$ cat src/rtl/cu_pkg.sv
// Shared types and constants for the parametrised multi-cycle control unit.
// Field offsets are derived from the widths so every file slices the same way.
package cu_pkg;

    typedef enum logic [2:0] {
        FETCH,
        DECODE,
        EXEC,
        WB,
        HALT
    } state_t;

    typedef enum logic [2:0] {
        CL_NOP,
        CL_ALU,
        CL_LOAD,
        CL_STORE,
        CL_JMP,
        CL_BZ,
        CL_HALT,
        CL_ILL
    } iclass_t;

    localparam int OP_NOP    = 0;
    localparam int OP_ALU_LO = 1;
    localparam int OP_ALU_HI = 7;
    localparam int OP_LOAD   = 8;
    localparam int OP_STORE  = 9;
    localparam int OP_JMP    = 10;
    localparam int OP_BZ     = 11;
    localparam int OP_HALT   = 15;

    function automatic int op_lsb(int bus_width, int opcode_len);
        return bus_width - opcode_len;
    endfunction

    function automatic int a_lsb(int addr_bw, int destw);
        return addr_bw + destw;
    endfunction

    function automatic int b_lsb(int destw);
        return destw;
    endfunction

endpackage

$ cat src/rtl/cu_decode.sv
// Combinational instruction splitter: fields, instruction class and
// illegal-opcode flag for one instruction word.
module cu_decode
    import cu_pkg::*;
#(
    parameter int BUS_WIDTH  = 16,
    parameter int OPCODE_LEN = 4,
    parameter int ADDR_AW    = 4,
    parameter int ADDR_BW    = 4,
    parameter int DESTW      = 4,
    localparam int PC_W      = BUS_WIDTH - OPCODE_LEN
) (
    input  logic [BUS_WIDTH-1:0] word,
    output logic [ADDR_AW-1:0]   fld_a,
    output logic [ADDR_BW-1:0]   fld_b,
    output logic [DESTW-1:0]     fld_dest,
    output logic [PC_W-1:0]      fld_tgt,
    output logic [2:0]           fld_alu_op,
    output iclass_t              iclass,
    output logic                 illegal
);

    localparam int OP_LSB = op_lsb(BUS_WIDTH, OPCODE_LEN);
    localparam int A_LSB  = a_lsb(ADDR_BW, DESTW);
    localparam int B_LSB  = b_lsb(DESTW);

    logic [OPCODE_LEN-1:0] opcode;

    assign opcode     = word[OP_LSB +: OPCODE_LEN];
    assign fld_a      = word[A_LSB +: ADDR_AW];
    assign fld_b      = word[B_LSB +: ADDR_BW];
    assign fld_dest   = word[0 +: DESTW];
    assign fld_tgt    = word[PC_W-1:0];
    assign fld_alu_op = opcode[2:0];
    assign illegal    = (iclass == CL_ILL);

    // Wide opcodes compare zero-extended, so upper bits must be clear.
    always_comb begin
        iclass = CL_ILL;
        unique case (1'b1)
            (opcode == OPCODE_LEN'(OP_NOP)):   iclass = CL_NOP;
            (opcode >= OPCODE_LEN'(OP_ALU_LO) &&
             opcode <= OPCODE_LEN'(OP_ALU_HI)): iclass = CL_ALU;
            (opcode == OPCODE_LEN'(OP_LOAD)):  iclass = CL_LOAD;
            (opcode == OPCODE_LEN'(OP_STORE)): iclass = CL_STORE;
            (opcode == OPCODE_LEN'(OP_JMP)):   iclass = CL_JMP;
            (opcode == OPCODE_LEN'(OP_BZ)):    iclass = CL_BZ;
            (opcode == OPCODE_LEN'(OP_HALT)):  iclass = CL_HALT;
            default:                           iclass = CL_ILL;
        endcase
    end

endmodule

$ cat src/rtl/cu_fsm_param.sv
// Multi-cycle control unit: FETCH-DECODE-EXEC-WB sequencer. Every output is
// a flop loaded with the value belonging to the state being entered.
module cu_fsm_param
    import cu_pkg::*;
#(
    parameter int BUS_WIDTH  = 16,
    parameter int OPCODE_LEN = 4,
    parameter int ADDR_AW    = 4,
    parameter int ADDR_BW    = 4,
    parameter int DESTW      = 4,
    localparam int PC_W      = BUS_WIDTH - OPCODE_LEN
) (
    input  logic                 clk,
    input  logic                 reset,
    input  logic [BUS_WIDTH-1:0] instr_rdata,
    output logic                 instr_req,
    input  logic                 instr_ack,
    input  logic                 zero_flag,
    input  logic                 dmem_ack,
    output logic [ADDR_AW-1:0]   addr_A,
    output logic [ADDR_BW-1:0]   addr_B,
    output logic [DESTW-1:0]     addr_dest,
    output logic                 en_decA,
    output logic                 en_decB,
    output logic                 en_dest,
    output logic                 rf_we,
    output logic [2:0]           alu_op,
    output logic                 alu_en,
    output logic                 dmem_req,
    output logic                 dmem_we,
    output logic                 pc_inc,
    output logic                 pc_load,
    output logic [PC_W-1:0]      pc_target,
    output logic                 halted,
    output logic                 illegal_op
);

    state_t               state, state_n;
    logic [BUS_WIDTH-1:0] ir, ir_n, dec_word;

    logic [ADDR_AW-1:0] d_a;
    logic [ADDR_BW-1:0] d_b;
    logic [DESTW-1:0]   d_dest;
    logic [PC_W-1:0]    d_tgt;
    logic [2:0]         d_alu_op;
    iclass_t            d_cls;
    logic               d_ill;

    logic [ADDR_AW-1:0] addr_A_n;
    logic [ADDR_BW-1:0] addr_B_n;
    logic [DESTW-1:0]   addr_dest_n;
    logic [2:0]         alu_op_n;
    logic [PC_W-1:0]    pc_target_n;
    logic instr_req_n, en_decA_n, en_decB_n, en_dest_n, rf_we_n;
    logic alu_en_n, dmem_req_n, dmem_we_n, pc_inc_n, pc_load_n;
    logic halted_n, illegal_op_n;

    // While fetching, decode the incoming word so fields load on the ack edge.
    assign dec_word = (state == FETCH) ? instr_rdata : ir;

    cu_decode #(
        .BUS_WIDTH (BUS_WIDTH),
        .OPCODE_LEN(OPCODE_LEN),
        .ADDR_AW   (ADDR_AW),
        .ADDR_BW   (ADDR_BW),
        .DESTW     (DESTW)
    ) u_dec (
        .word      (dec_word),
        .fld_a     (d_a),
        .fld_b     (d_b),
        .fld_dest  (d_dest),
        .fld_tgt   (d_tgt),
        .fld_alu_op(d_alu_op),
        .iclass    (d_cls),
        .illegal   (d_ill)
    );

    always_comb begin
        state_n      = state;
        ir_n         = ir;
        addr_A_n     = addr_A;
        addr_B_n     = addr_B;
        addr_dest_n  = addr_dest;
        alu_op_n     = alu_op;
        pc_target_n  = pc_target;
        halted_n     = halted;
        instr_req_n  = 1'b0;
        en_decA_n    = 1'b0;
        en_decB_n    = 1'b0;
        en_dest_n    = 1'b0;
        rf_we_n      = 1'b0;
        alu_en_n     = 1'b0;
        dmem_req_n   = 1'b0;
        dmem_we_n    = 1'b0;
        pc_inc_n     = 1'b0;
        pc_load_n    = 1'b0;
        illegal_op_n = 1'b0;
        unique case (state)
            FETCH: begin
                if (instr_req && instr_ack) begin
                    state_n     = DECODE;
                    ir_n        = instr_rdata;
                    addr_A_n    = d_a;
                    addr_B_n    = d_b;
                    addr_dest_n = d_dest;
                    pc_target_n = d_tgt;
                    alu_op_n    = (d_cls == CL_ALU) ? d_alu_op : 3'd0;
                    en_decA_n   = d_cls inside {CL_ALU, CL_LOAD, CL_STORE};
                    en_decB_n   = d_cls inside {CL_ALU, CL_LOAD, CL_STORE};
                end else begin
                    instr_req_n = 1'b1;
                end
            end
            DECODE: begin
                state_n = EXEC;
                unique case (d_cls)
                    CL_ALU:  alu_en_n = 1'b1;
                    CL_LOAD: dmem_req_n = 1'b1;
                    CL_STORE: begin
                        dmem_req_n = 1'b1;
                        dmem_we_n  = 1'b1;
                        pc_inc_n   = 1'b1;
                    end
                    CL_JMP:  pc_load_n = 1'b1;
                    CL_BZ: begin
                        pc_load_n = zero_flag;
                        pc_inc_n  = !zero_flag;
                    end
                    CL_HALT: pc_inc_n = 1'b0;
                    default: begin
                        pc_inc_n     = 1'b1;
                        illegal_op_n = d_ill;
                    end
                endcase
            end
            EXEC: begin
                unique case (d_cls)
                    CL_ALU: begin
                        state_n   = WB;
                        en_dest_n = 1'b1;
                        rf_we_n   = 1'b1;
                        pc_inc_n  = 1'b1;
                    end
                    CL_LOAD: begin
                        if (dmem_req && dmem_ack) begin
                            state_n   = WB;
                            en_dest_n = 1'b1;
                            rf_we_n   = 1'b1;
                            pc_inc_n  = 1'b1;
                        end else begin
                            dmem_req_n = 1'b1;
                        end
                    end
                    CL_STORE: begin
                        if (dmem_req && dmem_ack) begin
                            state_n     = FETCH;
                            instr_req_n = 1'b1;
                        end else begin
                            dmem_req_n = 1'b1;
                            dmem_we_n  = 1'b1;
                        end
                    end
                    CL_HALT: begin
                        state_n  = HALT;
                        halted_n = 1'b1;
                    end
                    default: begin
                        state_n     = FETCH;
                        instr_req_n = 1'b1;
                    end
                endcase
            end
            WB: begin
                state_n     = FETCH;
                instr_req_n = 1'b1;
            end
            HALT:    halted_n = 1'b1;
            default: state_n = FETCH;
        endcase
    end

    always_ff @(posedge clk) begin
        if (reset) begin
            state      <= FETCH;
            ir         <= '0;
            addr_A     <= '0;
            addr_B     <= '0;
            addr_dest  <= '0;
            alu_op     <= '0;
            pc_target  <= '0;
            halted     <= 1'b0;
            instr_req  <= 1'b0;
            en_decA    <= 1'b0;
            en_decB    <= 1'b0;
            en_dest    <= 1'b0;
            rf_we      <= 1'b0;
            alu_en     <= 1'b0;
            dmem_req   <= 1'b0;
            dmem_we    <= 1'b0;
            pc_inc     <= 1'b0;
            pc_load    <= 1'b0;
            illegal_op <= 1'b0;
        end else begin
            state      <= state_n;
            ir         <= ir_n;
            addr_A     <= addr_A_n;
            addr_B     <= addr_B_n;
            addr_dest  <= addr_dest_n;
            alu_op     <= alu_op_n;
            pc_target  <= pc_target_n;
            halted     <= halted_n;
            instr_req  <= instr_req_n;
            en_decA    <= en_decA_n;
            en_decB    <= en_decB_n;
            en_dest    <= en_dest_n;
            rf_we      <= rf_we_n;
            alu_en     <= alu_en_n;
            dmem_req   <= dmem_req_n;
            dmem_we    <= dmem_we_n;
            pc_inc     <= pc_inc_n;
            pc_load    <= pc_load_n;
            illegal_op <= illegal_op_n;
        end
    end

endmodule

$ cat config.mk
export PLATFORM = sky130hd
export DESIGN_NAME = cu_fsm_param
export DESIGN_NICKNAME = d
export VERILOG_FILES = /design/src/rtl/cu_pkg.sv /design/src/rtl/cu_decode.sv /design/src/rtl/cu_fsm_param.sv
export SDC_FILE = /design/constraint.sdc
export NUM_CORES = 1
export LEC_CHECK = 0
export BUFFER_PORTS_ARGS = -buffer_cell sky130_fd_sc_hd__clkbuf_2
export CORE_MARGIN = 2
export CORE_UTILIZATION = 45
export CTS_BUF_LIST = sky130_fd_sc_hd__clkbuf_8
export DETAILED_ROUTE_END_ITERATION = 16
export PLACE_DENSITY = 0.86
export SLEW_MARGIN = 20
export SYNTH_ARGS = -nofsm -noshare
export SYNTH_HDL_FRONTEND = slang
export SYNTH_SLANG_ARGS = --single-unit
$ cat constraint.sdc
create_clock -name clk -period 1.9 [get_ports clk]
set_clock_uncertainty 0.2 [all_clocks]
set_input_delay 0.095 -clock clk [delete_from_list [all_inputs] [get_ports clk]]
set_output_delay 0.095 -clock clk [all_outputs]
set_load 0.02 [all_outputs]
[Word-level counts from Yosys, hierarchy flattened]
Index checks and enable logic that the tools add are counted.
Word-level totals
  bits in registers: 56
  bits of input ports: 21
  output and inout port bits: 39
  word-level logic and storage cells: 88
Cells by class
  magnitude comparators: 2
  eq/ne operators: 20
  multiplexer cells: 26
  bitwise gates (word level): 5
  reduce and logical (&&, ||, !) cells: 18
Operator list (number)
  3-bit case mux with 4 select lines: 2
  3-bit case mux with 7 select lines: 1
  4-bit equality test (second input constant): 5
  16-bit two-way mux: 1
  1-bit case mux with 2 select lines: 8
  3-bit equality test (second input constant): 5
  3-bit by 2-bit equality test with 1-bit output (second input constant): 4
  3-bit two-way mux: 4
  1-bit two-way mux: 9
  8-bit OR reduction: 1
  3-bit by 1-bit equality test with 1-bit output (second input constant): 2
  3-bit inequality test (second input constant): 2
  2-bit OR reduction: 3
  3-bit OR reduction: 2
  1-bit inverter: 5
  4-bit by 1-bit greater-or-equal comparator with 1-bit output (second input constant): 1
  4-bit by 3-bit <= comparator with 1-bit output (second input constant): 1
  4-bit logical NOT: 1
  2-bit by 1-bit inequality test with 1-bit output (second input constant): 2
  2-bit AND reduction: 2
  4-bit AND reduction: 1
  4-bit OR reduction: 1
  1-bit logical AND: 3
  3-bit logical NOT: 1
  4 further kinds: 4

[Logic depth before layout (Yosys ltp)]
Gate-level depths: netlist (run 1).
  word-level depth: 9
  mapped depth: 7
  depth with buffers taken out: 5

[Cells and area by module]
From an unflattened synthesis (run 1), not the netlist that was laid out.
Unflattened totals
  cell total of the unflattened synthesis: 320
  area total of the unflattened synthesis: 2869.0 um^2
By module, submodules not included
  cu_fsm_param: times used 1, cells each 285, area an instance 2618.8 um^2, sequential area each 1121.1 um^2
  cu_decode: times used 1, cells each 35, area an instance 250.2 um^2, sequential area each 0.0 um^2

[Worst setup path before layout (run 1)]
OpenSTA, ideal clock, no wires.
  path type: register to register
  from: register state[0]
  to: register state[1]
  setup time: 0.115 ns
  arrival time: 1.512 ns
  data required time: 1.585 ns
  slack: 0.074 ns
  stages on the path, launching flop included: 7
  buffers on the path: 1
  clock period less this slack: 1.826 ns
  cell sequence: dfxtp_1 > buf_6 > nor3_4 > mux2i_1 > xnor2_1 > o21a_1 > o21a_1
On the way
  longest elaborated chain between the ends: 8
  elaborated cells between the ends (all ways): 26
  classes of those cells: 2 x order compare; 15 x eq/ne; 4 x mux; 1 x bitwise; 4 x reduce/logical
Ends and longest elaborated chain
  from (decl): RTL line cu_fsm_param.sv:38  | state_t state, state_n;
  from (signal assigned): RTL line cu_fsm_param.sv:204  | state <= state_n;
  3-bit logical NOT: RTL line cu_fsm_param.sv:59, cu_fsm_param.sv:98
  16-bit two-way mux: RTL line cu_fsm_param.sv:59  | assign dec_word = (state == FETCH) ? instr_rdata : ir;
  4-bit by 1-bit greater-or-equal comparator with 1-bit output or 4-bit by 3-bit <= comparator with 1-bit output (tied branches): RTL line cu_decode.sv:42, cu_decode.sv:43
  1-bit logical AND: RTL line cu_decode.sv:42  | (opcode >= OPCODE_LEN'(OP_ALU_LO) &&
  3-bit case mux with 7 select lines: RTL line cu_decode.sv:40  | unique case (1'b1)
  3-bit equality test, or another cell as far along: RTL line cu_fsm_param.sv:137  | unique case (d_cls)
  3-bit case mux with 4 select lines or 3-bit inequality test (tied branches)
  3-bit case mux with 4 select lines or 4-bit AND reduction (tied branches)
Parallel ways exist; a longest one is shown, timed or not.
A chain may end at the register's enable or synchronous reset.

[Worst setup path after layout (run 1)]
  from: register state[1]
  to: register instr_req
On the way
  longest elaborated chain between the ends: 9
  elaborated cells between the ends (all ways): 21
  classes of those cells: 2 x order compare; 11 x eq/ne; 4 x mux; 4 x reduce/logical
Ends and longest elaborated chain
  3-bit logical NOT: RTL line cu_fsm_param.sv:59, cu_fsm_param.sv:98
  16-bit two-way mux: RTL line cu_fsm_param.sv:59
  4-bit by 1-bit greater-or-equal comparator with 1-bit output or 4-bit by 3-bit <= comparator with 1-bit output (tied branches): RTL line cu_decode.sv:42, cu_decode.sv:43
  1-bit logical AND: RTL line cu_decode.sv:42
  3-bit case mux with 7 select lines: RTL line cu_decode.sv:40
  3-bit by 1-bit equality test with 1-bit output, or another cell as far along: RTL line cu_fsm_param.sv:137
  3-bit OR reduction (no line)
  1-bit case mux with 2 select lines: RTL line cu_fsm_param.sv:137
  1-bit case mux with 3 select lines *: RTL line cu_fsm_param.sv:98  | unique case (state)
  to (signal assigned): RTL line cu_fsm_param.sv:212  | instr_req <= instr_req_n;
  to (decl): RTL line cu_fsm_param.sv:16  | output logic instr_req,
Mark *: on every way between the ends. The rest lies on a longest branch, timed or not.

==> results of run 1 <==
[cell families after synthesis]
group,count (synthesis),synth area share (%)
AND/OR/NAND/NOR,74,21.4
AO/OA/AOI/OAI,46,17.3
buffers and inverters,40,14.2
flip-flops,32,40.7
multiplexers,8,5.25
XOR/XNOR,2,1.11
[worst reg2reg max path: cells and delay by family, from the launching register on]
family,cells,cell delay (ps)
flops,1,350
mux,1,350
compound gates,2,350
simple gates,1,320
buf+inv,1,210
[metrics by stage]
step	cell area, sq um	std cells	utilization, %
finish	2080	308	62.5
global route	2080	308	62.5
CTS	2080	308	62.2
detailed placement	1790	282	53.6
global placement	1790	282	53.6
floorplan	1570	202	-
[flip-flops by register name, indices dropped and copies added (netlist names), 2 cells and up]
register,count
ir,4
addr_A,4
alu_op,3
addr_B,3
addr_dest,3
state,3
pc_target,2
[layout make-up]
| class | instances | area [sq um] |
|---|---|---|
| fill | 296 | 1250 |
| multi-input combinational | 130 | 712 |
| sequential | 32 | 642 |
| timing repair buffer | 85 | 539 |
| clock buffer | 5 | 68.8 |
| tap | 46 | 57.6 |
| clock inverter | 3 | 38.8 |
| inverter | 7 | 26.3 |
[timing repair]
action	CTS	global route
setup endpoints to repair	0	3
gates resized for setup	0	3
endpoints found under the hold margin	23	0
hold buffers	18	0
[synth_stat cells (3+ instances only)]
master / count
a21oi_1: 27
nand2_1: 39
nand3_1: 8
a31oi_1: 4
nor2_1: 7
mux2i_1: 6
inv_1: 7
nor3_1: 11
a311oi_1: 3
o21ai_0: 4
dfxtp_1: 32
buf_4: 16
clkbuf_1: 11
buf_2: 5
[worst max-delay path by stage]
stage / to / slack [ps] / cells after the start / from
CTS: instr_req / 40 / 5 / state[1]
floorplan: state[1] / 70 / 6 / state[0]
global placement: instr_req / 90 / 5 / state[1]
detailed placement: instr_req / 60 / 5 / state[1]
global route: instr_req / 8 / 5 / state[1]
finish: instr_req / 80 / 5 / state[1]
[layer usage]
layer	vias to the layer above	global-route usage [%]	share of wire [%]
li1	790	-	-
met1	742	23.1	40
met2	62	37.5	50
met3	17	4.64	5.9
met4	0	14.2	4.1
met5	-	0	0
[power groups by stage]
stage / registers [mW] / clock network (mW) / logic (mW)
floorplan: 0.784 / 0 / 0.281
global placement: 0.761 / 0 / 0.389
detailed placement: 0.764 / 0 / 0.396
CTS: 0.748 / 0.636 / 0.426
global route: 0.755 / 0.666 / 0.477
finish: 0.750 / 0.631 / 0.439
==> metrics.yaml, run 1 <==
run_status:
  outcome: "complete, no violations"
power:
  ir_drop_uv: 396
  pwr-share-comb_pct: 24.1
  powerDensity_nw_per_um2: 873
  p_sw_share_pct: 29.6
  internal_power_mw: 1.28
  total_power_mw: 1.82
  p_seq_share_pct: 41.2
  switching_power_uw: 539
  total_leakage_power_nw: 0.930
  clock_power_share_pct: 34.7
global_routing:
  antenna_found_initial: 0
  grt_max_degree: 23
  grt_pass1_wl_microns: 6790
  first_global_vias: 1514
  grt_util_all_layers_pct: 21.4
  overflow: 0
critical_path:
  reg2reg_from: "state[1]"
  reg2reg_slack_ps: 80
  crit_chain: "nor3_4, buf_6, mux2_2, o21ai_0, o221a_2"
  worst_setup_path_end_kind: "register"
  crit_type: "register to register"
  crit_arrival_ps: 1850
  cp_num_buf_inv: 1
  rr_endpoint: "instr_req"
  required_ps: 1930
  path_max_fanout: 13
  critPathSlowestCell: "dfxtp_2"
  cpPeakStageDelay_ps: 350
  path_delay_family: "flip-flops"
  setup.worst_path.start_class: "register"
  reg2reg_depth: 5
synthesis:
  syn_inst: 202
  synth.area.top_cells: "dfxtp_1 41%, nand2_1 9.3%, a21oi_1 8.6%"
  syn_area_sq_um: 1570
  synth-edff-count: 0
  synth.yosys.seq_area_share_pct: 40.7
  postSynthAreaPerCell_sq_um: 7.79
  async_flop_share_pct: 0
  syn_nets: 223
  yosysTopAreaCellShare_pct: 40.7
  synth_ff_type: "dfxtp_1"
  ys_types: 30
  synth-seq-cells: 32
  synth_top_cell_by_area: "dfxtp_1"
  ys_warn_count: 0
cells_and_area:
  nNetsFinal: 282
  mostFrequentLayoutCells: "59 x clkbuf_2, 39 x nand2_1, 31 x dfxtp_1"
  final_common_cell: "clkbuf_2"
  syn_to_final_growth_pct: 32.5
  drive_gt1_share_pct: 30.5
  antennaDiodeCount: 0
timing:
  finalHoldViolations: 0
  tns_ps: 0
  rsz0062_at_grt: "false"
  finalSetupViolations: 0
  slew_viol_final: 0
  fin_crit_sh_pct: 96.0
  period_needed_ps: 1820
  max_slew.worst_pin.slew_ps: 385
  max_freq_ghz: 0.549
  setup_ws_ps: 76.9
  relSlewSlack_pct: 74.3
  whs_ps: 42.2
floorplanning:
  core_sq_um: 3340
  rows: 21
  die_area_sq_um: 3980
  initial_utilization_pct: 47.1
  die_y_microns: 63.1
  dieWidth_microns: 63.1
  boundaryPins: 60
hold_path:
  min_to: "state[0]"
  hold_start: "dmem_ack"
  hold_path_class: "input pin to register"
  min_path_cells: 3
cts:
  post-cts-setup-buffer-count: 0
  clk_transition_reported_paths_ps: 70
  cts_made_buffers: 5
  clock-root-buffer: "clkbuf_8"
  cts_tree: "yes"
  cts_sinks: 32
  clock_path_buffers: 2
  htreeDepth: 2
  clock_latency_ps: 290
routing:
  vias: 1611
  firstDrtPassIters: 4
  totalWireLength_microns: 4060
  drcViolationCount: 0
  vias_per_cell: 5.23
  postRouteAntennaNets: 0
  drt-wirelength-per-cell_microns: 13.2
  drt_iter0_drc: 86
placed_design:
  hpwl_microns: 2670
  dp_slack_ps: 56.8
  port_buffers: 59
  routabilityCongestion: 0.856
job:
  maxCapViolCount: 0
Power figures use the tool's default switching activity.
==> run 2: changes to the inputs <==
- ABC_AREA: not set -> 1
- CELL_PAD_IN_SITES_DETAIL_PLACEMENT: not set -> 1
- CELL_PAD_IN_SITES_GLOBAL_PLACEMENT: not set -> 2
- CORE_UTILIZATION: 45 -> 23
- PLACE_DENSITY: 0.86 -> 0.84
- RECOVER_POWER: not set -> 100
==> metrics.yaml, run 2 <==
global_routing:
  overflow: 0  # unchanged
  grt_max_degree: 20  # -13%
  antenna_found_initial: 0  # unchanged
  grt_pass1_wl_microns: 7660  # +13%
  grt_use_met1_pct: 18.4  # -4.7 points
  gr-max-usage-layer: "met2"
  first_global_vias: 1547  # +2.2%
  grtUsageMet2_pct: 20.0  # -17 points
  grt_util_all_layers_pct: 13.3  # -8.1 points
  use_met3_pct: 3.75  # -0.89 points
cts:
  clock_latency_ps: 290  # about the same
  htreeDepth: 2  # unchanged
  clk_transition_reported_paths_ps: 70  # about the same
  cts_tree: "yes"
  cts_made_buffers: 5  # unchanged
  clock_path_buffers: 2  # unchanged
  cts_sinks: 32  # unchanged
  clock-root-buffer: "clkbuf_8"
floorplanning:
  dieWidth_microns: 85.9  # +36%
  die_y_microns: 85.9  # +36%
  rows: 29  # +38%
  boundaryPins: 60  # unchanged
  core_sq_um: 6420  # +92%
  initial_utilization_pct: 24.0  # -23 points
  die_area_sq_um: 7380  # +85%
synthesis:
  synth-edff-count: 0  # unchanged
  synth_top_cell_by_area: "dfxtp_1"
  post-synth-top-count-cell: "nand2_1"
  async_flop_share_pct: 0  # unchanged
  synthTopCellsByCount: "60 x nand2_1, 32 x dfxtp_1, 23 x a21oi_1, 15 x buf_4, 15 x inv_1"
  syn_area_sq_um: 1540  # -1.8%
  synth.area.top_cells: "dfxtp_1 41%, nand2_1 15%, a21oi_1 7.5%"
  ys_warn_count: 0  # unchanged
  postSynthAreaPerCell_sq_um: 7.25  # -6.9%
  synth_ff_type: "dfxtp_1"
  yosysTopAreaCellShare_pct: 41.5  # +0.76 points
  syn_inst: 213  # +5.4%
  ys_types: 23  # -23%
  synth.yosys.seq_area_share_pct: 41.5  # +0.76 points
  syn_nets: 234  # +4.9%
  synth-seq-cells: 32  # unchanged
power:
  ir_drop_uv: 512  # +29%
  total_power_mw: 3.43  # +89%
  total_leakage_power_nw: 0.943  # +1.4%
  powerDensity_nw_per_um2: 1520  # +74%
critical_path:
  setup.worst_path.start_class: "register"
  critPathLaunch: "state[1]"
  crit_type: "register to register"
  reg2reg_from: "state[1]"
  crit_arrival_ps: 1820  # -30 ps
  reg2reg_slack_ps: 50  # -20 ps
  timing.critical_path.to: "alu_op[0]"
  worst_setup_path_end_kind: "register"
  path_max_fanout: 16  # +3
  reg2reg_depth: 8  # +3
  required_ps: 1870  # -60 ps
  rr_endpoint: "alu_op[0]"
timing:
  period_needed_ps: 1850  # +24.2 ps
  fin_crit_sh_pct: 97.2  # +1.3 points
  rsz0062_at_grt: "true"
  max_slew.worst_pin.slew_ps: 573  # +188 ps
  slew_viol_final: 0  # unchanged
  max_freq_ghz: 0.541  # -1.3%
  finalSetupViolations: 0  # unchanged
  finalHoldViolations: 0  # unchanged
  relSlewSlack_pct: 61.5  # -13 points
cells_and_area:
  antennaDiodeCount: 0  # unchanged
  drive_gt1_share_pct: 25.9  # -4.6 points
  syn_to_final_growth_pct: 46.3
  postLayoutCoreUtil_pct: 35.2  # -27 points
  nNetsFinal: 313  # +11%
  reg.largest.list: "addr_A (4), ir (4)"
  final_common_cell: "nand2_1"
  mostFrequentLayoutCells: "56 x nand2_1, 39 x clkbuf_1, 30 x dfxtp_1"
routing:
  drt_iter0_drc: 61  # -29%
  drt-wirelength-per-cell_microns: 13.4  # +1.8%
  drcViolationCount: 0  # unchanged
  totalWireLength_microns: 4970  # +22%
  vias: 1634  # +1.4%
  vias_per_cell: 4.42  # -16%
  firstDrtPassIters: 4  # unchanged
  postRouteAntennaNets: 0  # unchanged
run_status:
  outcome: "complete, no violations"
hold_path:
  hold_start: "dmem_ack"
  hold_path_class: "input pin to register"
placed_design:
  hpwl_microns: 3410  # +28%
  port_buffers: 59  # unchanged
  routabilityCongestion: 0.756  # -12%
job:
  maxCapViolCount: 0  # unchanged
==> run 2: changes by cell type after synthesis, sizes merged, moves of 6 or more <==
cell,delta
nor3,-10
buf,-6
inv,+9
mux2i,-6
nand2,+33
nor2,+8
==> run 2: per-stage QoR <==
step	cells	cell area [sq um]	TNS [ps]	worst slack, ps	hold WS [ps]
6_report	370	2260	0	52.7	33.1
5_1_grt	370	2260	-597	-118	47.6
4_1_cts	356	2120	0	4.51	28.4
3_5_place_dp	330	1820	0	46.0	140
3_3_place_gp	330	1820	0	81.3	134
2_1_floorplan	213	1540	0	280	-32.0
==> run 2: worst max-delay path, stage by stage (launching register included) <==
cell        delay, ps
dfxtp_2           340
nor2_4            230
nand2_4           130
nor2_1            230
clkinvlp_4        120
buf_4             200
buf_4             150
nand2_1            50
a21oi_1            60
==> run 2: cells by family (layout without fill, tap and decap cells) <==
logic type / count (synthesis) / count (layout) / synth area share, %
AO/OA/AOI/OAI: 35 / 35 / 12.4
buffers and inverters: 39 / 118 / 13.2
AND/OR/NAND/NOR: 107 / 108 / 32.9
flip-flops: 32 / 32 / 41.5
==> run 2: routing by layer <==
layer  vias to the layer above  wire length (microns)
li1                        825                      -
met3                         5                    207
met1                       769                   2340
met4                         0                     60
met5                         -                      0
met2                        35                   2360
==> run 2: worst min-delay path by stage <==
stage	end	slack, ps	cells after the start
finish	rf_we	30	5
global route	pc_inc	50	3
CTS	rf_we	30	5
detailed placement	addr_A[0]	140	3
global placement	addr_A[2]	130	3
floorplan	state[0]	-30	1
==> run 2: area by class of cell <==
type,count,area (sq um)
sequential,32,643
clock buffer,7,96.3
inverter,17,67.6
fill,814,4160
timing repair buffer,93,572
multi-input combinational,143,753
clock inverter,1,30.0
tap,77,96.3
==> run 2: report_power, final <==
group / leakage, nW / internal (mW) / switching [mW] / total, mW
Clock: 0.0645 / 0.463 / 0.265 / 0.728
Combinational: 0.617 / 0.691 / 1.13 / 1.82
Sequential: 0.261 / 0.796 / 0.0861 / 0.882
Total: 0.943 / 1.95 / 1.48 / 3.43
==> run 2: what timing repair did <==
item                                    in CTS  in global routing
resized for setup                            0                 16
setup buffers                                0                 13
endpoints found under the setup margin       0                 19
hold buffers                                18                  0
hold endpoints to repair                    19                  0
==> run 3: changes to the inputs <==
- BUFFER_PORTS_ARGS: -buffer_cell sky130_fd_sc_hd__clkbuf_2 -> not set
- CORE_UTILIZATION: 23 -> 30
- DONT_BUFFER_PORTS: not set -> 1
- HOLD_SLACK_MARGIN: not set -> 0.12
- MAX_ROUTING_LAYER: not set -> met4
==> metrics.yaml, run 3 (synthesis gave the netlist of run 2 again) <==
run_status:
  outcome: "finished, violations left"
  violations: "hold timing"
floorplanning:
  initial_utilization_pct: 30.6  # +6.6 points
  die_area_sq_um: 5740  # -22%
  rows: 26  # -10%
  die_y_microns: 75.7  # -12%
  core_sq_um: 5040  # -21%
  dieWidth_microns: 75.7  # -12%
  boundaryPins: 60  # unchanged
critical_path:
  critPathSlowestCell: "dfxtp_2"
  cpPeakStageDelay_ps: 340  # about the same
  reg2reg_slack_ps: 70  # +20 ps
  worst_setup_path_end_kind: "register"
  reg2reg_from: "state[1]"
  crit_arrival_ps: 1840  # +20 ps
  crit_path_frequent_cell: "nand2_2"
  required_ps: 1920  # +50 ps
  path_max_fanout: 8  # -8
  crit_type: "register to register"
  reg2reg_depth: 11  # +3
  rr_endpoint: "pc_inc"
  setup.worst_path.start_class: "register"
  crit_chain: "nor2_4, nand2_4, nand2_2, nand2_2, nor2_4, nand2_2, nand2_4, nand2_2, nor2_1, nand3_1, a21oi_2"
timing:
  finalSetupViolations: 0  # unchanged
  rsz0062_at_grt: "true"
  relSlewSlack_pct: 64.5  # +3.0 points
  max_freq_ghz: 0.548  # +1.2%
  slew_viol_final: 0  # unchanged
  fin_crit_sh_pct: 96.1  # -1.2 points
  period_needed_ps: 1830  # -22.0 ps
  finalHoldViolations: 19  # +19
  whs_ps: -330  # -363 ps
  setup_ws_ps: 74.7  # +22.0 ps
  tns_ps: 0  # unchanged
  max_slew.worst_pin.slew_ps: 529  # -44.3 ps
routing:
  wl_met1_microns: 1880  # -20%
  firstDrtPassIters: 4  # unchanged
  postRouteAntennaNets: 0  # unchanged
  drt_iter0_drc: 39  # -36%
  vias: 1335  # -18%
  dr.max_layer_used: "met4"
  drt-wirelength-per-cell_microns: 14.2  # +5.7%
  vias_per_cell: 4.68  # +6.1%
  met3WireLength_microns: 275  # +33%
  totalWireLength_microns: 4040  # -19%
  drcViolationCount: 0  # unchanged
  wl_met2_microns: 1810  # -23%
placed_design:
  hpwl_microns: 2980  # -13%
  dp_slack_ps: 26.7  # -19.3 ps
  port_buffers: 0  # -100%
  routabilityCongestion: 0.867  # +15%
  dp_cells: 265  # -20%
hold_path:
  min_to: "state[2]"
  hold_path_class: "input pin to register"
  min_path_cells: 1  # -4
  hold_start: "reset"
cells_and_area:
  antennaDiodeCount: 0  # unchanged
  final_common_cell: "nand2_1"
  syn_to_final_growth_pct: 13.5
  finalNonFillerCells: 285  # -23%
  nNetsFinal: 235  # -25%
  reg.largest.list: "addr_A (4), ir (4)"
  drive_gt1_share_pct: 17.7  # -8.3 points
  fillers: 631  # -22%
  mostFrequentLayoutCells: "58 x nand2_1, 30 x dfxtp_1, 23 x a21oi_1"
power:
  internal_power_mw: 1.53  # -21%
  pwr-share-comb_pct: 45.3  # -7.8 points
  switching_power_mw: 1.31  # -11%
  total_leakage_power_nw: 0.698  # -26%
  p_seq_share_pct: 36.1  # +10 points
  clock_power_share_pct: 18.6  # -2.6 points
  powerDensity_nw_per_um2: 1620  # +6.9%
  ir_drop_uv: 508  # -0.79%
  p_sw_share_pct: 46.2  # +3.0 points
cts:
  clock-root-buffer: "clkbuf_8"
  clock_path_buffers: 2  # unchanged
  hold_buffers: 8  # -10
  clk_transition_reported_paths_ps: 60  # about the same
  htreeDepth: 2  # unchanged
  cts_made_buffers: 5  # unchanged
  clock_latency_ps: 280  # about the same
  cts_tree: "yes"
  cts_sinks: 32  # unchanged
global_routing:
  grt_util_all_layers_pct: 15.5  # +2.1 points
  antenna_found_initial: 0  # unchanged
  first_global_vias: 1269  # -18%
  grt_pass1_wl_microns: 6250  # -18%
  grt_max_degree: 21  # +5.0%
  overflow: 0  # unchanged
job:
  maxCapViolCount: 0  # unchanged
## run 3: cell type report
class	count	area, sq um	share of cell area, %
Clock buffer	6	82.6	4.71
Timing Repair Buffer	15	145	8.29
Clock inverter	2	7.51	0.429
Inverter	17	67.6	3.86
Sequential cell	32	643	36.7
Multi-Input combinational cell	143	718	41.0
Tap cell	70	87.6	5.00
## run 3: per-layer routing
| metal | track usage, % | up-vias |
|---|---|---|
| met5 | - | - |
| met4 | 7.80 | 0 |
| met3 | 5.56 | 7 |
| met2 | 21.1 | 33 |
| met1 | 19.9 | 626 |
| li1 | - | 669 |
## run 3: power groups by stage
stage / Sequential, mW / Clock [mW] / Combinational, mW
2_1_floorplan: 0.987 / 0 / 1.00
3_3_place_gp: 1.04 / 0 / 1.15
3_5_place_dp: 1.04 / 0 / 1.16
4_1_cts: 1.03 / 0.556 / 1.18
5_1_grt: 1.05 / 0.579 / 1.46
6_report: 1.03 / 0.529 / 1.29
## run 3: worst max path at each step
stage,startpoint,endpoint,slack [ps],cells after the start
final,state[1],pc_inc,70,11
after CTS,state[0],pc_inc,8,11
after detailed placement,state[0],pc_inc,30,11
after floorplan,state[0],pc_inc,280,11
after global routing,state[1],instr_req,-60,12
after global placement,state[0],pc_inc,70,11
## run 3: critical path: cells and delay by family, from the launching register on
family / cells / cell delay, ps
flip-flops: 1 / 340
AO/OA/AOI/OAI: 1 / 160
AND/OR/NAND/NOR: 10 / 1040
## run 3: per-stage QoR
| stage | utilization [%] | total power [mW] | hold slack [ps] | area, sq um |
|---|---|---|---|---|
| finish | 34.7 | 2.84 | -330 | 1750 |
| floorplan | - | 1.99 | -32.0 | 1540 |
| global placement | 30.2 | 2.19 | -33.9 | 1520 |
| global route | 34.7 | 3.08 | -344 | 1750 |
| detailed placement | 30.2 | 2.21 | -31.9 | 1520 |
| CTS | 33.5 | 2.77 | -341 | 1690 |
## run 3: timing repair
| action | 4_1_cts | 5_1_grt |
|---|---|---|
| setup endpoints to repair | 0 | 8 |
| endpoints found under the hold margin | 32 | 19 |
| setup buffers | 0 | 3 |
| gates resized for setup | 0 | 9 |
